<file path="src/rtl/cpu_clock_pkg.sv">
// Shared constants and the sequencer state encoding for the CPU clock run/step/halt controller.
package cpu_clock_pkg;

    localparam int unsigned SEQ_STATE_W   = 3;
    localparam int unsigned CYCLE_COUNT_W = 32;

    typedef enum logic [SEQ_STATE_W-1:0] {
        STOP    = 3'd0,
        RUN     = 3'd1,
        STEP    = 3'd2,
        RELEASE = 3'd3,
        HALT    = 3'd4
    } seq_state_e;

endpackage

</file>
<file path="src/rtl/cpu_clock_sequencer_if.sv">
// Board-side controls and CPU-side clock outputs of the CPU clock sequencer.
interface cpu_clock_sequencer_if #(
    parameter int unsigned DIV_WIDTH = 28
);

    logic                                     run_switch;
    logic                                     step_key_n;
    logic [DIV_WIDTH-1:0]                     divisor;
    logic                                     divisor_load;
    logic                                     halt_request;
    logic                                     cpu_clock_enable;
    logic                                     cpu_clock_led;
    logic [cpu_clock_pkg::SEQ_STATE_W-1:0]    seq_state;
    logic [cpu_clock_pkg::CYCLE_COUNT_W-1:0]  cycle_count;

    // Board / CPU side: drives the controls, observes the clock outputs.
    modport master (
        output run_switch, step_key_n, divisor, divisor_load, halt_request,
        input  cpu_clock_enable, cpu_clock_led, seq_state, cycle_count
    );

    // Sequencer side.
    modport slave (
        input  run_switch, step_key_n, divisor, divisor_load, halt_request,
        output cpu_clock_enable, cpu_clock_led, seq_state, cycle_count
    );

endinterface

</file>
<file path="src/rtl/key_debouncer.sv">
// Two-flop synchronizer plus stable-count filter for an active-low push key.
module key_debouncer #(
    parameter int unsigned DEBOUNCE_CYCLES = 500_000
) (
    input  logic clock_in,
    input  logic reset_n,
    input  logic key_raw_n,
    output logic key_level,
    output logic press_pulse
);

    localparam int unsigned CNT_W = $clog2(DEBOUNCE_CYCLES + 1);

    logic             sync1_q, sync2_q;
    logic             level_q, level_d;
    logic             press_q, press_d;
    logic [CNT_W-1:0] cnt_q, cnt_d;

    always_ff @(posedge clock_in or negedge reset_n) begin
        if (!reset_n) begin
            sync1_q <= 1'b1;
            sync2_q <= 1'b1;
            level_q <= 1'b1;
            press_q <= 1'b0;
            cnt_q   <= '0;
        end else begin
            sync1_q <= key_raw_n;
            sync2_q <= sync1_q;
            level_q <= level_d;
            press_q <= press_d;
            cnt_q   <= cnt_d;
        end
    end

    // Flip the accepted level on the Nth consecutive differing sample; any agreeing sample restarts the count.
    always_comb begin
        cnt_d   = '0;
        level_d = level_q;
        press_d = 1'b0;
        if (sync2_q != level_q) begin
            if (cnt_q == CNT_W'(DEBOUNCE_CYCLES - 1)) begin
                level_d = sync2_q;
                press_d = ~sync2_q;
            end else begin
                cnt_d = cnt_q + CNT_W'(1);
            end
        end
    end

    assign key_level   = level_q;
    assign press_pulse = press_q;

endmodule

</file>
<file path="src/rtl/cpu_clock_sequencer.sv">
// Run/step/halt sequencer producing a divided one-cycle CPU clock enable and an LED square wave.
// Optional: define CYCLE_COUNTER_EN to count issued enable pulses on cycle_count.
module cpu_clock_sequencer
    import cpu_clock_pkg::*;
#(
    parameter int unsigned          DIV_WIDTH       = 28,
    parameter logic [DIV_WIDTH-1:0] DEFAULT_DIVISOR = DIV_WIDTH'(10_000_000),
    parameter int unsigned          DEBOUNCE_CYCLES = 500_000
) (
    input  logic                  clock_in,
    input  logic                  reset_n,
    cpu_clock_sequencer_if.slave  bus
);

    seq_state_e           state_q, state_d;
    logic                 run_s1_q, run_s2_q;
    logic [DIV_WIDTH-1:0] cnt_q, cnt_d;
    logic [DIV_WIDTH-1:0] div_q, div_d;
    logic [DIV_WIDTH-1:0] div_m1_c;
    logic                 en_q, en_d;
    logic                 led_q, led_d;
    logic                 key_level;
    logic                 press_pulse;

    key_debouncer #(
        .DEBOUNCE_CYCLES (DEBOUNCE_CYCLES)
    ) u_key_debouncer (
        .clock_in    (clock_in),
        .reset_n     (reset_n),
        .key_raw_n   (bus.step_key_n),
        .key_level   (key_level),
        .press_pulse (press_pulse)
    );

    always_ff @(posedge clock_in or negedge reset_n) begin
        if (!reset_n) begin
            state_q  <= STOP;
            run_s1_q <= 1'b0;
            run_s2_q <= 1'b0;
            cnt_q    <= '0;
            div_q    <= DEFAULT_DIVISOR;
            en_q     <= 1'b0;
            led_q    <= 1'b0;
        end else begin
            state_q  <= state_d;
            run_s1_q <= bus.run_switch;
            run_s2_q <= run_s1_q;
            cnt_q    <= cnt_d;
            div_q    <= div_d;
            en_q     <= en_d;
            led_q    <= led_d;
        end
    end

    // A divisor of 0 would never wrap, so it is clamped to 1 like a divisor of 1.
    always_comb begin
        div_d = div_q;
        if (bus.divisor_load) begin
            div_d = (bus.divisor <= DIV_WIDTH'(1)) ? DIV_WIDTH'(1) : bus.divisor;
        end
    end

    assign div_m1_c = div_q - DIV_WIDTH'(1);

    always_comb begin
        state_d = state_q;
        cnt_d   = cnt_q;
        en_d    = 1'b0;
        case (state_q)
            STOP: begin
                cnt_d = '0;
                if (run_s2_q) begin
                    state_d = RUN;
                end else if (press_pulse) begin
                    state_d = STEP;
                    en_d    = 1'b1;
                end
            end
            RUN: begin
                // >= rather than == so a shortened divisor wraps a count already past it.
                if (cnt_q >= div_m1_c) begin
                    cnt_d = '0;
                    en_d  = 1'b1;
                end else begin
                    cnt_d = cnt_q + DIV_WIDTH'(1);
                end
                if (bus.halt_request) begin
                    state_d = HALT;
                    cnt_d   = '0;
                end else if (!run_s2_q) begin
                    state_d = STOP;
                    cnt_d   = '0;
                end
            end
            STEP: begin
                cnt_d   = '0;
                state_d = RELEASE;
            end
            RELEASE: begin
                cnt_d = '0;
                if (key_level) begin
                    state_d = run_s2_q ? RUN : STOP;
                end
            end
            HALT: begin
                cnt_d = '0;
                if (!run_s2_q) begin
                    state_d = STOP;
                end
            end
            default: begin
                state_d = STOP;
                cnt_d   = '0;
            end
        endcase
    end

    assign led_d = led_q ^ en_d;

`ifdef CYCLE_COUNTER_EN
    logic [CYCLE_COUNT_W-1:0] cycle_cnt_q;

    always_ff @(posedge clock_in or negedge reset_n) begin
        if (!reset_n) begin
            cycle_cnt_q <= '0;
        end else if (en_q) begin
            cycle_cnt_q <= cycle_cnt_q + CYCLE_COUNT_W'(1);
        end
    end

    assign bus.cycle_count = cycle_cnt_q;
`else
    assign bus.cycle_count = '0;
`endif

    assign bus.cpu_clock_enable = en_q;
    assign bus.cpu_clock_led    = led_q;
    assign bus.seq_state        = state_q;

endmodule

</file>
<file path="src/flat_wrapper.sv">
// flat-port wrapper written by rule: the top's interface ports become plain ports
module cpu_clock_sequencer_flat import cpu_clock_pkg::*;
#(
    parameter int unsigned          DIV_WIDTH       = 28,
    parameter logic [DIV_WIDTH-1:0] DEFAULT_DIVISOR = DIV_WIDTH'(10_000_000),
    parameter int unsigned          DEBOUNCE_CYCLES = 500_000
)
  (clock_in, reset_n, bus_run_switch, bus_step_key_n, bus_divisor, bus_divisor_load, bus_halt_request, bus_cpu_clock_enable, bus_cpu_clock_led, bus_seq_state, bus_cycle_count);
  cpu_clock_sequencer_if #(.DIV_WIDTH(DIV_WIDTH)) bus_i ();
  input  logic clock_in;
  input  logic reset_n;
  input wire logic [$bits(bus_i.run_switch)-1:0] bus_run_switch;
  input wire logic [$bits(bus_i.step_key_n)-1:0] bus_step_key_n;
  input wire logic [$bits(bus_i.divisor)-1:0] bus_divisor;
  input wire logic [$bits(bus_i.divisor_load)-1:0] bus_divisor_load;
  input wire logic [$bits(bus_i.halt_request)-1:0] bus_halt_request;
  output wire logic [$bits(bus_i.cpu_clock_enable)-1:0] bus_cpu_clock_enable;
  output wire logic [$bits(bus_i.cpu_clock_led)-1:0] bus_cpu_clock_led;
  output wire logic [$bits(bus_i.seq_state)-1:0] bus_seq_state;
  output wire logic [$bits(bus_i.cycle_count)-1:0] bus_cycle_count;
  assign bus_i.run_switch = bus_run_switch;
  assign bus_i.step_key_n = bus_step_key_n;
  assign bus_i.divisor = bus_divisor;
  assign bus_i.divisor_load = bus_divisor_load;
  assign bus_i.halt_request = bus_halt_request;
  assign bus_cpu_clock_enable = bus_i.cpu_clock_enable;
  assign bus_cpu_clock_led = bus_i.cpu_clock_led;
  assign bus_seq_state = bus_i.seq_state;
  assign bus_cycle_count = bus_i.cycle_count;
  cpu_clock_sequencer #(.DIV_WIDTH(DIV_WIDTH), .DEFAULT_DIVISOR(DEFAULT_DIVISOR), .DEBOUNCE_CYCLES(DEBOUNCE_CYCLES)) u_core (.clock_in(clock_in), .reset_n(reset_n), .bus(bus_i));
endmodule
</file>
<file path="config.mk">
export PLATFORM = sky130hd
export DESIGN_NAME = cpu_clock_sequencer_flat
export DESIGN_NICKNAME = d
export VERILOG_FILES = /design/src/rtl/cpu_clock_pkg.sv /design/src/rtl/cpu_clock_sequencer_if.sv /design/src/rtl/key_debouncer.sv /design/src/rtl/cpu_clock_sequencer.sv /design/src/flat_wrapper.sv
export SDC_FILE = /design/constraint.sdc
export NUM_CORES = 1
export LEC_CHECK = 0
export ABC_AREA = 1
export BUFFER_PORTS_ARGS = -buffer_cell sky130_fd_sc_hd__buf_2
export CAP_MARGIN = 15
export CORE_MARGIN = 2
export CORE_UTILIZATION = 59
export DETAILED_ROUTE_END_ITERATION = 6
export GPL_TIMING_DRIVEN = 0
export PLACE_DENSITY = 0.92
export SYNTH_ARGS = -nofsm -noshare
export SYNTH_HDL_FRONTEND = slang
export SYNTH_SLANG_ARGS = --single-unit
</file>
<file path="constraint.sdc">
create_clock -name clock_in -period 3.43 [get_ports clock_in]
set_input_delay 0.1715 -clock clock_in [delete_from_list [all_inputs] [get_ports clock_in]]
set_output_delay 0.1715 -clock clock_in [all_outputs]
set_load 0.02 [all_outputs]
</file>
==> metrics.csv <==
metric;value;unit
outcome;completed;
seqPwrFrac;0.497;
final_max_slew_viol_count;0;
yosysSeqAreaShare;0.378;
endpoint_kind;register;
h-tree-depth;3;
diodes;0;
crit_required;3.72;ns
worstPathArrival;3.36;ns
fmax;326;MHz
vdd_drop_max;0.259;mV
multiInputGateArea;3070;um2
cts-buffers-inserted;9;
dpl.hpwl;9710;um
synth_area;5740;um2
firstDrtPassIters;5;
p_sw;747;uW
syn_area_per_cell;7.54;um2
grt_use_total;0.266;
numClockSinks;86;
clk_pin_slew;0.09;ns
fin_hold_ws;0.00722;ns
grt_max_degree;46;
power_frac_clock;0.308;
ys_ff_latch;86;
ys_warn_count;0;
die_x;103;um
async_flop_share;1.00;
skew;0.0139;ns
totalPowerFinal;2.30;mW
grt_pass1_vias;5057;
row_count;35;
synth_edf_count;0;
vias;5087;
wirelength;12500;um
synthDistinctLibCells;43;
drive_above_1_share;0.156;
area_delta_synth_final;12.9;%
port_buffers;37;
cp-start-kind;register;
regArea;2170;um2
die_y;103;um
setup_ws;0.361;ns
clock_path_buffers;2;
cts_setup_buffers;0;
final_area;6470;um2
intPower;1.55;mW
post-route-min-period;3.07;ns
clock_latency;0.37;ns
placed_area;6220;um2
core;9330;um2
swShare;0.324;
grt_overflow;0;
layout.filler_cells;747;
initial_core_util;0.615;
power_density;355;nW/um2
route.antenna.remaining_nets;0;
comb_power_share;0.195;
netlist_top_cells_area;dfrtp_1 33%, nand2_1 11%, nor2_1 7.1%, ha_1 6.8%, inv_1 6.0%;
drt_iter0_markers;291;
tns;0;ns
final_hold_viol_count;0;
crit_type;register to register;
min_period_over_period;0.895;
slew-limit-headroom;0.614;
synth_top_area_frac;0.327;
io_pins;71;
crit_path_max_fanout;10;
grt_pass1_wl;22000;um
tightest_slew;0.573;ns
hold_class;primary input to register;
final_nets;910;
setup_viol;0;
leakage;3.10;nW
maxCapViolCount;0;
cts_root_buf;clkbuf_8;
cts_tree;yes;
netlist.top_cell.by_area;dfrtp_1;
wl_per_cell;12.8;um
drc;0;
grt_antenna_before_repair;0;
place_congestion;0.936;
die_area;10500;um2
synth_cells;761;
ys.flop_type;dfrtp_1;
dp_slack;0.0491;ns
vias_per_cell;5.20;
## through the flow
step / instances / utilization
final: 979 / 0.694
after global routing: 979 / 0.694
after CTS: 979 / 0.692
after detailed placement: 959 / 0.667
after global placement: 958 / 0.665
after floorplan: 792 / -
## power by group through the flow
stage | sequential [mW] | combinational (mW) | clock (mW)
final | 1.14 | 0.449 | 0.708
after CTS | 1.14 | 0.446 | 0.710
after floorplan | 1.17 | 0.302 | 0
after global routing | 1.15 | 0.517 | 0.765
after global placement | 1.16 | 0.425 | 0
after detailed placement | 1.16 | 0.441 | 0
## critical path: stages, from the launching register on
cell and delay, ns:
dfrtp_1 0.38, inv_2 0.10, ha_2 0.22, nand2_1 0.14
nor2_4 0.17, nand3_1 0.10, nor2_1 0.10, nand3_1 0.13
nor2_1 0.14, nand2_1 0.06, o21ai_0 0.07, inv_1 0.06
ha_1 0.26, nand2_1 0.07, inv_1 0.06, nand3_1 0.09
nor2_1 0.05, nand2_1 0.08, nand2_1 0.06, nor2_2 0.17
nand3_4 0.14, clkbuf_4 0.23, nor2_1 0.11
## sequential cells by signal (all words and copies together), names as in the netlist, 3 cells and up
signal,cells
u_core.cnt_q,28
u_core.div_q,28
u_core.bus.seq_state,3
u_core.u_key_debouncer.cnt_q,19
## placed cells by master, fill, tap and decap left out, types with 2 or more instances in the layout
cell	count
dfrtp_1	75
buf_4	33
nor3b_1	4
nor4_2	2
or2_2	2
nor3_2	8
conb_1	32
nand3_1	41
xor2_1	33
nor3b_2	2
nand4_1	18
clkbuf_1	7
inv_2	3
ha_1	30
nor2_1	107
nand3b_1	3
o21ai_0	31
buf_2	36
xnor2_1	7
clkinv_4	3
a31oi_1	2
dfstp_2	11
nand2_1	173
nor4_1	11
nand2_2	2
nor2_2	9
a21oi_1	18
dlygate4sd3_1	4
nor3_1	21
inv_1	90
clkbuf_8	11
## cells in the mapped netlist (2+ instances only)
master and instances:
nand3_1 41, nor2_2 9, nand4_1 18, dfrtp_1 75
nor4_1 12, nand2_2 2, nand2_1 173, nor3_2 8
nor3_1 21, ha_1 31, nand3b_1 3, inv_1 92
dfstp_2 11, nor2_1 108, clkbuf_1 7, nor3b_2 2
nor3b_1 4, xnor2_1 7, or2_2 2, xor2_1 33
a31oi_1 2, a21oi_1 18, o21ai_0 31, buf_4 32
## worst paths after layout
kind,startpoint,end,slack [ns],cells after the start
min in group asynchronous,reset_n,u_core.div_q[3],0.32,2
max in group asynchronous,reset_n,u_core.u_key_debouncer.key_level,2.43,3
hold / removal,bus_divisor[19],u_core.div_q[19],0.007,3
setup reg to reg,u_core.div_q[0],u_core.cnt_q[14],0.36,22
hold reg to reg,u_core.run_s1_q,u_core.run_s2_q,0.36,0
setup / recovery,u_core.div_q[0],u_core.cnt_q[14],0.36,22
## repair_timing
action                                 CTS  global route
setup endpoints to repair                0            30
endpoints found under the hold margin   37             0
resized for setup                        0             7
hold buffers                             4             0
## per-layer routing
metal  GRT usage  routed length (um)  share of wire  vias to the layer above
li1            -                   -              -                     2565
met2       0.494                6460           0.52                      149
met5           0                   0              0                        -
met1       0.302                5110           0.41                     2334
met3      0.0454                 550          0.044                       39
met4       0.109                 374          0.030                        0
## cell type report
| class | instances | share of cell area |
|---|---|---|
| Timing Repair Buffer | 42 | 0.0383 |
| Buffer | 41 | 0.0441 |
| Sequential cell | 86 | 0.335 |
| Clock buffer | 11 | 0.0234 |
| Clock inverter | 5 | 0.00657 |
| Tap cell | 129 | 0.0249 |
| Multi-Input combinational cell | 572 | 0.474 |
| Inverter | 93 | 0.0539 |
## cells by family (layout without fill, tap and decap cells)
logic type | count (synthesis) | in the layout | synth area share
AOI/OAI and AO/OA | 58 | 58 | 0.0541
and+or+nand+nor | 411 | 411 | 0.329
adders and majority gates | 31 | 31 | 0.0676
xor gates and xnor gates | 40 | 40 | 0.0611
other | 1 | 32 | 0.000654
DFF | 86 | 86 | 0.378
buffers and inverters | 134 | 192 | 0.110
(Power assumes the default switching activity.)
